## src/rtl/gfx_pkg.sv

```systemverilog
// Shared graphics definitions: screen defaults, span-word layout and the
// constant-pitch row address helper used by the rectangle filler and the pixel-FIFO consumer.
package gfx_pkg;

   localparam int unsigned DEF_WIDTH  = 320;
   localparam int unsigned DEF_HEIGHT = 240;

   localparam int unsigned X_W    = 9;
   localparam int unsigned Y_W    = 8;
   localparam int unsigned PAGE_W = 2;
   localparam int unsigned ADDR_W = 18;
   localparam int unsigned CNT_W  = 10;
   localparam int unsigned SPAN_W = 32;

   // Span word as seen by the pixel FIFO: {zero, pixel, page, count, start address}
   typedef struct packed {
      logic              zero;
      logic              pixel;
      logic [PAGE_W-1:0] page;
      logic [CNT_W-1:0]  count;
      logic [ADDR_W-1:0] addr;
   } span_word_t;

   typedef struct packed {
      logic [X_W-1:0]    x;
      logic [Y_W-1:0]    y;
      logic [X_W-1:0]    w;
      logic [Y_W-1:0]    h;
      logic [PAGE_W-1:0] page;
      logic              pixel;
   } rect_cmd_t;

   typedef enum logic [1:0] {
      ST_IDLE  = 2'd0,
      ST_SETUP = 2'd1,
      ST_EMIT  = 2'd2
   } fill_state_t;

   // y * pitch for a constant pitch, built from shifted copies of y (256+64 for 320)
   function automatic logic [ADDR_W-1:0] row_base(input logic [Y_W-1:0] y,
                                                  input int unsigned   pitch);
      logic [ADDR_W-1:0] acc;
      acc = '0;
      for (int i = 0; i < int'(ADDR_W); i++) begin
         if (pitch[i]) begin
            acc = acc + (ADDR_W'(y) << i);
         end
      end
      return acc;
   endfunction

endpackage

```

## src/rtl/gfx_rect_clip.sv

```systemverilog
// Combinational clip of a rectangle against the screen and its start address in
// graphics RAM.
module gfx_rect_clip
   import gfx_pkg::*;
#(
   parameter int unsigned g_width  = DEF_WIDTH,
   parameter int unsigned g_height = DEF_HEIGHT
) (
   input  logic [X_W-1:0]    x_i,
   input  logic [Y_W-1:0]    y_i,
   input  logic [X_W-1:0]    w_i,
   input  logic [Y_W-1:0]    h_i,
   output logic              empty_o,
   output logic [CNT_W-1:0]  wc_o,
   output logic [Y_W-1:0]    hc_o,
   output logic [ADDR_W-1:0] addr_o
);

   logic [31:0] x_room;
   logic [31:0] y_room;

   // Room values wrap when the origin is off-screen, but empty_o masks that case
   always_comb begin
      x_room  = 32'(g_width) - 32'(x_i);
      y_room  = 32'(g_height) - 32'(y_i);
      empty_o = (w_i == '0) || (h_i == '0) ||
                (32'(x_i) >= 32'(g_width)) || (32'(y_i) >= 32'(g_height));
      wc_o    = (32'(w_i) < x_room) ? CNT_W'(w_i) : CNT_W'(x_room);
      hc_o    = (32'(h_i) < y_room) ? h_i : Y_W'(y_room);
      addr_o  = row_base(y_i, g_width) + ADDR_W'(x_i);
   end

endmodule

```

## src/rtl/gfx_rect_filler.sv

```systemverilog
// Rectangle fill engine: accepts one rectangle command, clips it and emits one
// span word per visible row into the pixel FIFO, top to bottom.
module gfx_rect_filler
   import gfx_pkg::*;
#(
   parameter int unsigned g_width  = DEF_WIDTH,
   parameter int unsigned g_height = DEF_HEIGHT
) (
   input  logic              clk_i,
   input  logic              rst_n_i,
   input  logic              cmd_valid_i,
   output logic              cmd_ready_o,
   input  logic [X_W-1:0]    cmd_x_i,
   input  logic [Y_W-1:0]    cmd_y_i,
   input  logic [X_W-1:0]    cmd_w_i,
   input  logic [Y_W-1:0]    cmd_h_i,
   input  logic [PAGE_W-1:0] cmd_page_i,
   input  logic              cmd_pixel_i,
   output logic              pfifo_we_o,
   output logic [SPAN_W-1:0] pfifo_data_o,
   input  logic              pfifo_full_i,
   output logic              busy_o
);

   fill_state_t       state_q, state_d;
   rect_cmd_t         cmd_q, cmd_d;
   logic [ADDR_W-1:0] addr_q, addr_d;
   logic [CNT_W-1:0]  cnt_q, cnt_d;
   logic [Y_W-1:0]    rows_q, rows_d;

   logic              clip_empty;
   logic [CNT_W-1:0]  clip_wc;
   logic [Y_W-1:0]    clip_hc;
   logic [ADDR_W-1:0] clip_addr;
   span_word_t        span;

   gfx_rect_clip #(
      .g_width  (g_width),
      .g_height (g_height)
   ) u_clip (
      .x_i     (cmd_q.x),
      .y_i     (cmd_q.y),
      .w_i     (cmd_q.w),
      .h_i     (cmd_q.h),
      .empty_o (clip_empty),
      .wc_o    (clip_wc),
      .hc_o    (clip_hc),
      .addr_o  (clip_addr)
   );

   assign span = '{zero:  1'b0,
                   pixel: cmd_q.pixel,
                   page:  cmd_q.page,
                   count: cnt_q,
                   addr:  addr_q};

   always_ff @(posedge clk_i or negedge rst_n_i) begin
      if (!rst_n_i) begin
         state_q <= ST_IDLE;
         cmd_q   <= '0;
         addr_q  <= '0;
         cnt_q   <= '0;
         rows_q  <= '0;
      end else begin
         state_q <= state_d;
         cmd_q   <= cmd_d;
         addr_q  <= addr_d;
         cnt_q   <= cnt_d;
         rows_q  <= rows_d;
      end
   end

   // Next state, counters and outputs; the FIFO strobe follows full directly while emitting
   always_comb begin
      state_d      = state_q;
      cmd_d        = cmd_q;
      addr_d       = addr_q;
      cnt_d        = cnt_q;
      rows_d       = rows_q;
      cmd_ready_o  = 1'b0;
      busy_o       = 1'b0;
      pfifo_we_o   = 1'b0;
      pfifo_data_o = '0;

      unique case (state_q)
         ST_IDLE: begin
            cmd_ready_o = 1'b1;
            if (cmd_valid_i) begin
               cmd_d = '{x:     cmd_x_i,
                         y:     cmd_y_i,
                         w:     cmd_w_i,
                         h:     cmd_h_i,
                         page:  cmd_page_i,
                         pixel: cmd_pixel_i};
               state_d = ST_SETUP;
            end
         end
         ST_SETUP: begin
            busy_o = 1'b1;
            if (clip_empty) begin
               state_d = ST_IDLE;
            end else begin
               addr_d  = clip_addr;
               cnt_d   = clip_wc;
               rows_d  = clip_hc;
               state_d = ST_EMIT;
            end
         end
         ST_EMIT: begin
            busy_o       = 1'b1;
            pfifo_data_o = span;
            if (!pfifo_full_i) begin
               pfifo_we_o = 1'b1;
               addr_d     = addr_q + ADDR_W'(g_width);
               rows_d     = rows_q - Y_W'(1);
               if (rows_q == Y_W'(1)) begin
                  state_d = ST_IDLE;
               end
            end
         end
         default: begin
            state_d = ST_IDLE;
         end
      endcase
   end

endmodule
```

## config.mk

```make
export PLATFORM = sky130hd
export DESIGN_NAME = gfx_rect_filler
export DESIGN_NICKNAME = d
export VERILOG_FILES = /design/src/rtl/gfx_pkg.sv /design/src/rtl/gfx_rect_clip.sv /design/src/rtl/gfx_rect_filler.sv
export SDC_FILE = /design/constraint.sdc
export NUM_CORES = 1
export LEC_CHECK = 0
export ABC_AREA = 1
export CAP_MARGIN = 10
export CORE_AREA = 5 5 93 160
export DETAILED_ROUTE_END_ITERATION = 8
export DIE_AREA = 0 0 98 165
export GPL_TIMING_DRIVEN = 0
export PLACE_DENSITY_LB_ADDON = 0.05
export REMOVE_ABC_BUFFERS = 1
export SYNTH_ARGS = -nofsm -noshare
export SYNTH_HDL_FRONTEND = slang
export SYNTH_SLANG_ARGS = --single-unit
```

## constraint.sdc

```tcl
create_clock -name clk_i -period 2.6 [get_ports clk_i]
set_clock_uncertainty 0.15 [all_clocks]
set_input_delay 0.39 -clock clk_i [delete_from_list [all_inputs] [get_ports clk_i]]
set_output_delay 0.39 -clock clk_i [all_outputs]
set_load 0.05 [all_outputs]
```

==> reports/metrics.csv <==
metric;value;unit
Syn Inst Count;713;
Crit Reg-Reg Startpoint;cmd_q[28]$_DFFE_PN0P_;
Num CTS Buffers;9;
most frequent cells in the layout;nand2_1 (164), inv_1 (90), dfrtp_1 (69);
initial antenna violation count;0;
RR Endpoint;cnt_q[1]$_DFFE_PN0N_;
# nets final;887;
Overflow after GRT;0;
Crit path required time;2.72;ns
Layout area overhead;34.98;%
Port Buffer Count;74;
crit path time final;2.607;ns
GPL Wtd Cong;0.8321;
Worst setup EP type;register;
Synth Register Bits;75;
largest net degree at the start of global routing;44;
Worst Setup Slack, final;-0.006964;ns
hold path cells;2;
HP Start;cnt_q[1]$_DFFE_PN0N_;
Lkg Pwr;0.003615;uW
RSZ-0062 raised after global routing;true;
Distinct cells, synth;41;
Longest Clk Path Bufs;2;
clock-pin slew on the worst setup and hold paths;0.07;ns
Design Power;10580;uW
CP Data Arrival Time;2.73;ns
commonest non-fill, non-tap cell in the layout;nand2_1;
vias in the first global route;5012;
Die Wd;98;microns
first-pass GRT wire length;23750;microns
Die Ht;165;microns
via count;4848;
clock sink count;75;
Pins Over Slew Limit;0;
DP Wirelength;10450;microns
worst hold slack;0.3286;ns
Least-Margin Pin Slew;0.5858;ns
layout cells sized above 1;0.2256;
Fmax;0.3836;GHz
Ys Warns;0;
Seq/Total Area, Yosys;0.3579;
Worst slew margin;0.6081;
peak supply drop;0.0005906;V
failing checks;setup timing;
H-tree depth;3;
max-cap check violation count;0;
DRC;0;
PD cells;1495;nW/um^2
peak fanout along the critical path;6;
Clk Latency, worst-skew pair;0.33;ns
R2R depth;14;
Vias/cell;4.922;
hold worst-path end;cnt_q[1]$_DFFE_PN0N_;
HP Class;reg -> reg;
filler cell count;1294;
DRT iter0 DRCs;191;
WL final;14600;microns
post-route ant nets;0;
Syn Area/Cell;7.355;sq um
mapped cell area;5244;sq um
Cell Rows;56;
CTS tree;done;
n_diodes;0;
internal reg-to-reg setup slack;-0.007;ns
period utilisation layout;1.003;
DIE AREA;16170;sq um
run status;complete, but fails checks;
classification of the worst setup path;reg -> reg;
initial core utilization;0.3918;
count of final hold-check violations;0;
WL/cell;14.82;microns
I/O pin cnt;76;
final setup fails;1;
Pre-antenna DRT Iters;4;
Clk Tree Root Cell;clkbuf_16;
All-Layer GR Usage;0.1836;
core area;13380;sq um
Startpoint Class;register;
logic make-up (layout without fill, tap and decap cells):
group                    Yosys count  in the layout  share of synthesized area
AO/OA/AOI/OAI                     98             98                     0.1081
XOR/XNOR                          18             18                    0.03006
adder cells (fa/ha/maj)           40             40                    0.09831
buffers and inverters            125            220                    0.09639
flip-flops                        75             75                     0.3579
multiplexers                       9              9                    0.01933
other                              1              1                  0.0007151
AND/OR/NAND/NOR                  347            350                     0.2892
layer usage:
layer / GRT usage / routed length [microns] / vias up
met3: 0.02578 / 368 / 29
met5: 0 / 0 / -
met1: 0.1865 / 5567 / 2294
li1: - / - / 2441
met2: 0.3632 / 8251 / 84
met4: 0.08318 / 408 / 0
where the power goes:
part | total [uW] | internal (uW) | leakage, uW | switching [uW]
sequential | 2310 | 1750 | 0.000869 | 568
combinational | 6780 | 2670 | 0.00258 | 4110
clock | 1490 | 947 | 0.000170 | 543
total | 10600 | 5360 | 0.00361 | 5220
synth_stat cells (all sizes together):
library cell	n	share of area
nand2	192	0.15
inv	101	0.072
nor2	78	0.063
dfrtp	75	0.36
nand3	68	0.068
a21oi	58	0.058
ha	38	0.091
o21ai	32	0.036
buf	13	0.016
xor2	12	0.020
clkbuf	11	0.0079
mux2	9	0.019
xnor2	6	0.010
nor3	5	0.0069
a21boi	2	0.0050
fa	2	0.0076
o22ai	2	0.0024
a21o	1	0.0014
a31oi	1	0.0012
and2	1	0.0012
conb	1	0.00072
nand3b	1	0.0014
nand4	1	0.0012
o211ai	1	0.0014
o21bai	1	0.0036
or2	1	0.0012
worst max-delay path by stage:
stage,start,endpoint,slack (ns)
finish,cmd_q[28]$_DFFE_PN0P_,cnt_q[1]$_DFFE_PN0N_,-0.007
global route,cmd_q[28]$_DFFE_PN0P_,cnt_q[6]$_DFFE_PN0N_,-0.21
CTS,cmd_q[28]$_DFFE_PN0P_,cnt_q[1]$_DFFE_PN0N_,-0.06
detailed placement,state_q[0]$_DFFE_PN0P_,pfifo_we_o,-0.62
global placement,state_q[0]$_DFFE_PN0P_,pfifo_we_o,-2.40
floorplan,state_q[0]$_DFFE_PN0P_,addr_q[6]$_DFFE_PN0P_,-1.29
sequential cells by signal, summed over array words and instances, names as in the netlist:
signal / cells
addr_q: 18
state_q: 2
cnt_q: 10
cmd_q: 37
rows_q: 8
repair_timing:
| action | CTS | global route |
|---|---|---|
| pin swaps | 18 | 19 |
| buffers inserted | 12 | 12 |
| endpoints found under the setup margin | 67 | 30 |
| resized for setup | 100 | 59 |
| hold buffers | 1 | 0 |
| endpoints found under the hold margin | 32 | 0 |
| cloned | 4 | 0 |
layout make-up:
type / instances / area, sq um / area share
inverter: 101 / 389.1 / 0.05498
clock buffer: 9 / 225.2 / 0.03182
timing repair inverter: 1 / 5.005 / 0.0007071
multi-input combinational: 516 / 3232 / 0.4566
tap: 174 / 217.7 / 0.03076
timing repair buffer: 102 / 999.7 / 0.1412
sequential: 75 / 1884 / 0.2662
clock inverter: 7 / 125.1 / 0.01768
worst max-delay path, stage by stage (launching register included):
cell,delay [ns]
dfrtp_1,0.40
buf_6,0.13
nor3_4,0.20
nand3_2,0.12
xor2_2,0.26
ha_1,0.30
a21oi_2,0.14
nor2_1,0.05
nor3_1,0.12
nand2_1,0.14
nand2_4,0.18
nand2_8,0.11
nand2_4,0.10
nand3_2,0.07
nand2_1,0.07
stage by stage:
stage | utilization | instance area, sq um | TNS (ns) | cells | setup WS [ns]
6_report | 0.5289 | 7078 | -0.006964 | 985 | -0.006964
5_1_grt | 0.5289 | 7078 | -1.618 | 985 | -0.2052
4_1_cts | 0.5044 | 6750 | -0.3092 | 973 | -0.06340
3_5_place_dp | 0.4592 | 6146 | -12.10 | 940 | -0.6245
3_3_place_gp | 0.4540 | 6076 | -252.75 | 937 | -2.401
2_1_floorplan | - | 5117 | -25.98 | 689 | -1.290
No activity file was read; power rests on OpenSTA's default activity.
